File: src/rtl/uart_pic_writer_if.sv
// Byte-in / pixel-out bundle between a UART receiver, the picture writer and the picture RAM.
interface uart_pic_writer_if #(
  parameter int ADDR_WIDTH = 17,
  parameter int DATA_WIDTH = 24
);
  logic [7:0]            rx_data;
  logic                  rx_done;
  logic [ADDR_WIDTH-1:0] uart_addr;
  logic [DATA_WIDTH-1:0] pic_out;
  logic                  wr_ram;
  logic                  pic_done;
  logic                  frame_err;

  modport master (
    output rx_data, rx_done,
    input  uart_addr, pic_out, wr_ram, pic_done, frame_err
  );

  modport slave (
    input  rx_data, rx_done,
    output uart_addr, pic_out, wr_ram, pic_done, frame_err
  );
endinterface

File: src/rtl/uart_pic_writer.sv
// Assembles a 0x55,0xAA-headed UART byte stream into {R,G,B} pixels and writes them
// to the picture RAM, aborting the frame if the sender goes quiet for too long.
module uart_pic_writer #(
  parameter int ADDR_WIDTH  = 17,
  parameter int DATA_WIDTH  = 24,
  parameter int PIX_NUM     = 129600,
  parameter int TIMEOUT_CYC = 1000000
) (
  input  logic              clk_100M,
  input  logic              rst_n,
  uart_pic_writer_if.slave  bus
);
  localparam int IDLE_W = $clog2(TIMEOUT_CYC + 1);
  localparam logic [ADDR_WIDTH-1:0] LAST_ADDR = ADDR_WIDTH'(PIX_NUM - 1);
  localparam logic [IDLE_W-1:0]     IDLE_LAST = IDLE_W'(TIMEOUT_CYC - 1);

  typedef enum logic [1:0] {SYNC0, SYNC1, RECV} state_t;

  state_t                r_state;
  state_t                w_state_next;
  logic [1:0]            r_lane;
  logic [7:0]            r_red;
  logic [7:0]            r_green;
  logic [ADDR_WIDTH-1:0] r_pix_cnt;
  logic [ADDR_WIDTH-1:0] r_uart_addr;
  logic [DATA_WIDTH-1:0] r_pic_out;
  logic                  r_wr_ram;
  logic                  r_pic_done;
  logic                  r_frame_err;
  logic [IDLE_W-1:0]     r_idle_cnt;

  logic w_hdr_ok;
  logic w_pix_wr;
  logic w_frame_end;
  logic w_timeout;
  logic w_take_byte;

  always_comb begin
    w_state_next = r_state;
    w_hdr_ok     = 1'b0;
    w_pix_wr     = 1'b0;
    w_frame_end  = 1'b0;
    w_timeout    = 1'b0;
    w_take_byte  = 1'b0;
    case (r_state)
      SYNC0: begin
        if (bus.rx_done && bus.rx_data == 8'h55) w_state_next = SYNC1;
      end
      SYNC1: begin
        if (bus.rx_done) begin
          if (bus.rx_data == 8'hAA) begin
            w_state_next = RECV;
            w_hdr_ok     = 1'b1;
          end else if (bus.rx_data != 8'h55) begin
            w_state_next = SYNC0;
          end
        end
      end
      RECV: begin
        // Frame completes the cycle after the last address is written.
        if (r_wr_ram && r_uart_addr == LAST_ADDR) begin
          w_frame_end  = 1'b1;
          w_state_next = SYNC0;
        end else if (bus.rx_done) begin
          w_take_byte = 1'b1;
          w_pix_wr    = (r_lane == 2'd2);
        end else if (r_idle_cnt == IDLE_LAST) begin
          w_timeout    = 1'b1;
          w_state_next = SYNC0;
        end
      end
      default: w_state_next = SYNC0;
    endcase
  end

  always_ff @(posedge clk_100M or negedge rst_n) begin
    if (!rst_n) begin
      r_state     <= SYNC0;
      r_lane      <= 2'd0;
      r_red       <= 8'd0;
      r_green     <= 8'd0;
      r_pix_cnt   <= '0;
      r_uart_addr <= '0;
      r_pic_out   <= '0;
      r_wr_ram    <= 1'b0;
      r_pic_done  <= 1'b0;
      r_frame_err <= 1'b0;
      r_idle_cnt  <= '0;
    end else begin
      r_state     <= w_state_next;
      r_wr_ram    <= w_pix_wr;
      r_frame_err <= w_timeout;

      if (w_hdr_ok) begin
        r_pic_done <= 1'b0;
        r_lane     <= 2'd0;
        r_pix_cnt  <= '0;
      end
      if (w_frame_end) r_pic_done <= 1'b1;
      if (w_timeout)   r_lane     <= 2'd0;

      if (w_take_byte) begin
        r_lane <= (r_lane == 2'd2) ? 2'd0 : r_lane + 2'd1;
        if (r_lane == 2'd0) r_red   <= bus.rx_data;
        if (r_lane == 2'd1) r_green <= bus.rx_data;
      end

      if (w_pix_wr) begin
        r_uart_addr <= r_pix_cnt;
        r_pic_out   <= {r_red, r_green, bus.rx_data};
        if (r_pix_cnt != LAST_ADDR) r_pix_cnt <= r_pix_cnt + 1'b1;
      end

      // Idle timer only runs while a frame is in flight.
      if (r_state == RECV && w_state_next == RECV && !bus.rx_done)
        r_idle_cnt <= r_idle_cnt + 1'b1;
      else
        r_idle_cnt <= '0;
    end
  end

  assign bus.uart_addr = r_uart_addr;
  assign bus.pic_out   = r_pic_out;
  assign bus.wr_ram    = r_wr_ram;
  assign bus.pic_done  = r_pic_done;
  assign bus.frame_err = r_frame_err;
endmodule

File: src/flat_wrapper.sv
// flat-port wrapper written by rule: the top's interface ports become plain ports
module uart_pic_writer_flat 
#(
  parameter int ADDR_WIDTH  = 17,
  parameter int DATA_WIDTH  = 24,
  parameter int PIX_NUM     = 129600,
  parameter int TIMEOUT_CYC = 1000000
)
  (clk_100M, rst_n, bus_rx_data, bus_rx_done, bus_uart_addr, bus_pic_out, bus_wr_ram, bus_pic_done, bus_frame_err);
  uart_pic_writer_if #(.ADDR_WIDTH(ADDR_WIDTH), .DATA_WIDTH(DATA_WIDTH)) bus_i ();
  input  logic clk_100M;
  input  logic rst_n;
  input wire logic [$bits(bus_i.rx_data)-1:0] bus_rx_data;
  input wire logic [$bits(bus_i.rx_done)-1:0] bus_rx_done;
  output wire logic [$bits(bus_i.uart_addr)-1:0] bus_uart_addr;
  output wire logic [$bits(bus_i.pic_out)-1:0] bus_pic_out;
  output wire logic [$bits(bus_i.wr_ram)-1:0] bus_wr_ram;
  output wire logic [$bits(bus_i.pic_done)-1:0] bus_pic_done;
  output wire logic [$bits(bus_i.frame_err)-1:0] bus_frame_err;
  assign bus_i.rx_data = bus_rx_data;
  assign bus_i.rx_done = bus_rx_done;
  assign bus_uart_addr = bus_i.uart_addr;
  assign bus_pic_out = bus_i.pic_out;
  assign bus_wr_ram = bus_i.wr_ram;
  assign bus_pic_done = bus_i.pic_done;
  assign bus_frame_err = bus_i.frame_err;
  uart_pic_writer #(.ADDR_WIDTH(ADDR_WIDTH), .DATA_WIDTH(DATA_WIDTH), .PIX_NUM(PIX_NUM), .TIMEOUT_CYC(TIMEOUT_CYC)) u_core (.clk_100M(clk_100M), .rst_n(rst_n), .bus(bus_i));
endmodule
File: config.mk
export PLATFORM = sky130hd
export DESIGN_NAME = uart_pic_writer_flat
export DESIGN_NICKNAME = d
export VERILOG_FILES = /design/src/rtl/uart_pic_writer_if.sv /design/src/rtl/uart_pic_writer.sv /design/src/flat_wrapper.sv
export SDC_FILE = /design/constraint.sdc
export NUM_CORES = 1
export LEC_CHECK = 0
export ABC_AREA = 0
export CORE_MARGIN = 2
export CORE_UTILIZATION = 50
export DETAILED_ROUTE_END_ITERATION = 7
export PLACE_DENSITY = 0.75
export SLEW_MARGIN = 15
export SYNTH_ARGS = -nofsm -noshare
export SYNTH_HDL_FRONTEND = slang
export SYNTH_SLANG_ARGS = --single-unit
File: constraint.sdc
create_clock -name clk_100M -period 1.9 [get_ports clk_100M]
set_input_delay 0.285 -clock clk_100M [delete_from_list [all_inputs] [get_ports clk_100M]]
set_output_delay 0.285 -clock clk_100M [all_outputs]
set_load 0.01 [all_outputs]
==> reports/results.ini, run 1 <==
[hold_path]
hold_depth = 2
hp-class = in2reg
hold_start = bus_rx_done
whs_endpoint = u_core.r_idle_cnt[2]

[drt]
antenna_left = 0
num_vias = 4122
drt_iter0_markers = 364
first_pass_iters = 5
vias_per_cell = 5.77
drc = 0
wl_per_cell_um = 18.9
wirelength_mm = 13.5

[placement]
hpwl_mm = 7.96
gp_congestion = 0.942
postPlaceCellArea_mm2 = 0.00572
dp_cells = 674
dp_slack_ns = -0.262
numPortBuffers = 54

[setup_path]
critPathTopFamily = simple AND/OR/NAND/NOR gates
rr_endpoint = u_core.r_red[7]
rrSetupSlack_ns = -0.11
start_kind = flip-flop
r2r-start = u_core.bus.uart_addr[9]
arrival_ns = 2.27
crit_slowest_cell = or4b_4
reg2reg_depth = 6
crit_fanout = 5
worst_setup_path_end_kind = flip-flop
cp.depth = 6
required_ns = 2.17
critPathKind = reg2reg
path_buf_inv = 1
path_cells = nand4b_1 > nor4_4 > buf_4 > a21bo_4 > or4b_4 > mux2_4
slowest_delay_ns = 0.57

[sta]
fin_crit_sh_pct = 106
max_freq_mhz = 498
finalHoldViolations = 0
setup_tns_ns = -3.16
finalCriticalPeriod_ns = 2.01
fin_skew_ns = 0.00839
setup_viol = 70
holdWs_ns = 0.388
rsz0062_at_grt = yes
slew_viol_final = 0
maxSlewHeadroom_pct = 58.0
fin_ws_ns = -0.110
tightest_slew_ns = 0.614

[cts]
cts_sinks = 101
clkLatencyLatePin_ns = 0.38
clockBufferDepth = 2
htreeDepth = 3
tritoncts = yes
root_buffer = clkbuf_8
clkTransAtPathRegs_ns = 0.10
cts-buffers-inserted = 9

[yosys]
synth_cells = 471
yosys.area.top_type_share_pct = 54.6
yosysMostFrequentCell = nand2_1
synth_edf_count = 0
synth_top_cell_by_area = dfrtp_1
syn_area_per_cell_um2 = 9.83
yosysWarnings = 0
ys.flop_type = dfrtp_1
async_flop_share_pct = 100
synth_area_leaders = dfrtp_1 55%, nand2_1 12%, nand3_1 2.7%
syn_nets = 484
synth.cell_area_mm2 = 0.00463
netlist-cell-type-count = 50
ys_ff_latch = 101
synth-seq-area-share_pct = 54.6
synth_common_cells = 144 x nand2_1, 101 x dfrtp_1, 29 x nor2_1

[layout]
final_util_pct = 74.3
stdcell_area_mm2 = 0.00677
drive_gt1_share_pct = 33.9
nNetsFinal = 613
syn_to_final_growth_pct = 46.2
num_antenna_cells = 0
instances_no_fill = 715

[outcome]
violations = setup timing
status = finished, violations left

[floorplanning]
num_io_pins = 55
rows = 35
die_h_um = 100
initial_core_util_pct = 50.8
dieArea_mm2 = 0.0100
core_area_mm2 = 0.00911
fp.dieW_um = 100

[power_and_ir_drop]
leakage_nw = 3.26
p_total_mw = 6.88
p_per_area_mw_per_mm2 = 1020
peakVddDrop_v = 0.000691

[global_route]
grt_max_degree = 64
grt_pass1_wl_mm = 19.2
grt_overflow = 0
antenna_found_initial = 0
grt_pass1_vias = 3900
grt_usage_pct = 24.2

[run]
maxCapViolCount = 0

## routing by layer
layer	share of wire [%]	vias up	track usage, %
li1	-	1889	-
met1	42	2048	34.3
met2	51	162	38.2
met3	5.9	23	4.39
met4	1.5	0	7.69
met5	0	-	0
## cell usage in the layout (no fill, tap or decap), types with 3 or more instances in the layout
cell,n
dfrtp_1,101
nand2_1,88
buf_4,57
clkdlybuf4s50_1,52
nand2_2,38
nor2_1,29
nand3_1,23
nand2_4,18
nand4_1,13
xor2_1,12
buf_12,11
clkbuf_8,9
mux2_4,8
mux2_2,8
clkbuf_16,8
buf_6,8
xnor2_1,7
o211ai_1,7
and3_1,5
nor4_1,5
nor3_1,5
nor4bb_1,4
a21oi_1,4
o21ai_0,4
inv_1,4
and4_1,4
and2_1,4
a31o_2,4
nand2b_1,3
nand4b_1,3
o21ai_2,3
o21ai_1,3
clkinv_4,3
## timing repair
item                                   CTS  global route
endpoints found under the hold margin  101             0
setup endpoints to repair               77            96
resized for setup                       20           111
gates cloned                             3            10
hold buffers                             1             0
buffers inserted                         7             6
pin swaps                               12            74
## registers in the layout (all words and copies together), names as in the netlist
signal,flops
u_core.bus.pic_done,1
u_core.r_pix_cnt,17
u_core.r_green,8
u_core.bus.pic_out,24
u_core.r_lane,2
u_core.bus.frame_err,1
u_core.bus.uart_addr,17
u_core.r_state,2
u_core.bus.wr_ram,1
u_core.r_idle_cnt,20
u_core.r_red,8
## cells by family (layout without fill, tap and decap cells)
logic type | Yosys count | count (layout) | share of synthesized area [%]
buffers and inverters | 30 | 161 | 3.05
adders and majority gates | 2 | 2 | 0.540
muxes | 17 | 17 | 4.76
DFF | 101 | 101 | 54.6
and+or+nand+nor | 259 | 261 | 26.6
AOI/OAI and AO/OA | 43 | 43 | 6.81
xor gates and xnor gates | 19 | 19 | 3.59
## power breakdown
group | internal (mW) | leakage (nW) | switching, mW | total (mW)
Clock | 0.500 | 0.0937 | 0.820 | 1.32
Sequential | 2.64 | 1.33 | 0.448 | 3.09
Combinational | 1.41 | 1.84 | 1.05 | 2.47
Total | 4.56 | 3.26 | 2.32 | 6.88
## cell type report
cell class	instances	area (µm²)
sequential	101	2530
multi-input combinational	342	2340
fill	563	2340
timing repair buffer	141	1550
tap	111	139
clock buffer	9	124
clock inverter	6	57.6
inverter	5	23.8
## worst max-delay path by stage
| stage | startpoint | end | slack, ns |
|---|---|---|---|
| CTS | u_core.bus.uart_addr[2] | u_core.r_red[7] | -0.16 |
| global route | u_core.r_pix_cnt[9] | u_core.r_pix_cnt[15] | -0.23 |
| global placement | u_core.bus.uart_addr[8] | u_core.r_pix_cnt[10] | -0.20 |
| finish | u_core.bus.uart_addr[9] | u_core.r_red[7] | -0.11 |
| detailed placement | bus_rx_done | u_core.r_green[0] | -0.26 |
| floorplan | u_core.bus.uart_addr[3] | u_core.r_red[0] | -0.009 |
Power figures use the tool's default switching activity.
==> run 2, diff against run 1 <==
--- a/config.mk
+++ b/config.mk
@@ -12,2 +12,3 @@
 export PLACE_DENSITY = 0.75
+export SETUP_SLACK_MARGIN = 0.02
 export SLEW_MARGIN = 15
==> constraint.sdc (replaced) <==
create_clock -name clk_100M -period 1.9 [get_ports clk_100M]
set_input_delay 0.38 -clock clk_100M [delete_from_list [all_inputs] [get_ports clk_100M]]
set_output_delay 0.38 -clock clk_100M [all_outputs]
set_load 0.01 [all_outputs]
==> run 2 against run 1 <==
  * The flow still finishes with violations (setup timing)
  * Setup slack lost 0.026 ns
  * Via count grew 2.0%
  * Largest cell class unchanged
  * Clock power grew 12%
  * Sequential power shrank 2%
  * Highest routed layer unchanged
  * Cell count shrank 1.7%
==> reports/results.ini, run 2 (synthesis results as in run 1) <==
[outcome]
status = finished, violations left  ; unchanged
violations = setup timing  ; unchanged

[placement]
dp_slack_ns = -0.302  ; was -0.262 ns
postPlaceCellArea_mm2 = 0.00570  ; was 0.00572 mm²
hpwl_mm = 7.72  ; was 7.96 mm
numPortBuffers = 54  ; unchanged
gp_congestion = 0.945  ; was 0.942

[global_route]
grt_usage_pct = 22.9  ; was 24.2%
grt_max_degree = 37  ; was 64
met1_usage_pct = 32.9  ; was 34.3%
grt_overflow = 0  ; unchanged
grt_pass1_wl_mm = 18.3  ; was 19.2 mm
grtUsageMet3_pct = 5.15  ; was 4.39%
antenna_found_initial = 0  ; unchanged
grtUsageMet2_pct = 36.1  ; was 38.2%
grt_pass1_vias = 3729  ; was 3900
grt.busiest_layer = met2  ; unchanged

[cts]
tritoncts = yes  ; unchanged
cts_sinks = 101  ; unchanged
clkLatencyLatePin_ns = 0.37  ; was 0.38 ns
clockBufferDepth = 2  ; unchanged
htreeDepth = 3  ; unchanged
clkTransAtPathRegs_ns = 0.09  ; was 0.10 ns
cts-buffers-inserted = 9  ; unchanged
root_buffer = clkbuf_8  ; unchanged

[drt]
drt_iter0_markers = 444  ; was 364
first_pass_iters = 6  ; was 5
wl_per_cell_um = 18.5  ; was 18.9 µm
drc = 0  ; unchanged
antenna_left = 0  ; unchanged
vias_per_cell = 5.98  ; was 5.77
wirelength_mm = 13.0  ; was 13.5 mm
num_vias = 4205  ; was 4122

[layout]
final_util_pct = 72.9  ; was 74.3%
drive_gt1_share_pct = 32.9  ; was 33.9%
num_antenna_cells = 0  ; unchanged
fill_cells = 580  ; was 563
largest_reg_flops = 24  ; unchanged
stdcell_area_mm2 = 0.00664  ; was 0.00677 mm²
nNetsFinal = 601  ; was 613
layout_common_cells = 101 x dfrtp_1, 90 x nand2_1, 53 x buf_4, 50 x clkdlybuf4s50_1  ; was 101 x dfrtp_1, 88 x nand2_1, 57 x buf_4, 52 x clkdlybuf4s50_1, 38 x nand2_2
layout_commonest_cell = dfrtp_1  ; unchanged
syn_to_final_growth_pct = 43.4  ; was 46.2%
multi_input_area_mm2 = 0.00236  ; was 0.00234 mm²
ff_latch_area_mm2 = 0.00253  ; unchanged

[setup_path]
start_kind = flip-flop  ; unchanged
required_ns = 2.16  ; was 2.17 ns
crit_fanout = 5  ; unchanged
rrSetupSlack_ns = -0.14  ; was -0.11 ns
path_cells = nand4b_1 > nor4_4 > buf_4 > a21bo_4 > or4b_4 > mux2_4  ; unchanged
critPathKind = reg2reg  ; unchanged
worst_setup_path_end_kind = flip-flop  ; unchanged
arrival_ns = 2.29  ; was 2.27 ns
crit_slowest_cell = or4b_4  ; unchanged
slowest_delay_ns = 0.58  ; was 0.57 ns

[power_and_ir_drop]
peakVddDrop_v = 0.000842  ; was 0.000691 V
p_int_mw = 4.67  ; was 4.56 mW
p_per_area_mw_per_mm2 = 1030  ; was 1020 mW/mm²
switching_share_pct = 31.9  ; was 33.8%
seq_power_share_pct = 44.4  ; was 44.9%
leakage_nw = 3.31  ; was 3.26 nW
p_sw_mw = 2.18  ; was 2.32 mW
clkPwrFrac_pct = 21.6  ; was 19.2%
p_comb_share_pct = 34.0  ; was 35.9%

[hold_path]
hp-class = reg2reg  ; was in2reg

[sta]
maxSlewHeadroom_pct = 65.1  ; was 58.0%
fin_skew_ns = 0.00696  ; was 0.00839 ns
finalHoldViolations = 0  ; unchanged
fin_ws_ns = -0.136  ; was -0.110 ns
slew_viol_final = 0  ; unchanged
fin_crit_sh_pct = 107  ; was 106%
rsz0062_at_grt = yes  ; unchanged
max_freq_mhz = 491  ; was 498 MHz
setup_viol = 75  ; was 70
finalCriticalPeriod_ns = 2.04  ; was 2.01 ns
tightest_slew_ns = 0.510  ; was 0.614 ns

[floorplanning]
die_h_um = 100  ; unchanged
rows = 35  ; unchanged
fp.dieW_um = 100  ; unchanged
core_area_mm2 = 0.00911  ; unchanged
num_io_pins = 55  ; unchanged
initial_core_util_pct = 50.8  ; unchanged
dieArea_mm2 = 0.0100  ; unchanged

[run]
maxCapViolCount = 0  ; unchanged

run 2: cell count changes in the layout (fill, tap and decap cells not counted), moves of 3 or more:
cell and delta:
buf_4 -4, nand2_4 +6, clkinv_4 -3, nand2_2 -9
run 2: per-layer routing:
metal	routed length, µm	share of wire (%)	vias up
li1	-	-	1864
met1	5400	41	2064
met2	6330	49	223
met3	860	6.6	54
met4	420	3.2	0
met5	0	0	-
run 2: worst max-delay path: cells and delay by family (launching register included):
family,cells,cell delay [ns]
compound gates,1,0.23
simple gates,3,0.83
mux,1,0.33
buf+inv,1,0.15
flops,1,0.39
run 2: worst paths after layout:
kind,cells after the start,from,to
worst min register to register,1,u_core.r_state[1],u_core.r_state[0]
worst min-delay path,1,u_core.r_state[1],u_core.r_state[0]
max in group asynchronous,3,rst_n,u_core.r_idle_cnt[9]
min in group asynchronous,2,rst_n,u_core.bus.uart_addr[4]
worst max register to register,6,u_core.bus.uart_addr[4],u_core.r_red[1]
worst max-delay path,6,u_core.bus.uart_addr[4],u_core.r_red[1]
run 2: power groups by stage:
stage,Combinational [mW],Sequential [mW],Clock [mW]
floorplan,0.795,3.06,0
CTS,1.93,2.94,1.49
finish,2.33,3.04,1.48
detailed placement,1.85,2.97,0
global route,2.48,3.09,1.58
global placement,1.81,2.95,0
run 2: area by class of cell:
type	instances	share of cell area, %
sequential	101	38.1
multi-input combinational	341	35.6
timing repair buffer	130	20.8
tap	111	2.09
clock buffer	9	1.87
clock inverter	6	1.30
inverter	5	0.283
run 2: through the flow:
step	power, mW	hold WS [ns]	TNS [ns]	cells
after floorplan	3.85	0.0844	-0.0728	471
after global placement	4.76	0.385	-14.08	671
after detailed placement	4.82	0.383	-19.20	671
after CTS	6.36	0.467	-1.15	693
after global routing	7.15	0.499	-8.58	703
final	6.85	0.471	-4.00	703
run 2: repair_timing:
action | CTS | global route
resized for setup | 18 | 116
hold buffers | 1 | 0
cloned | 1 | 7
pin swaps | 3 | 51
hold endpoints to repair | 33 | 0
setup endpoints to repair | 73 | 95
buffers inserted | 5 | 4
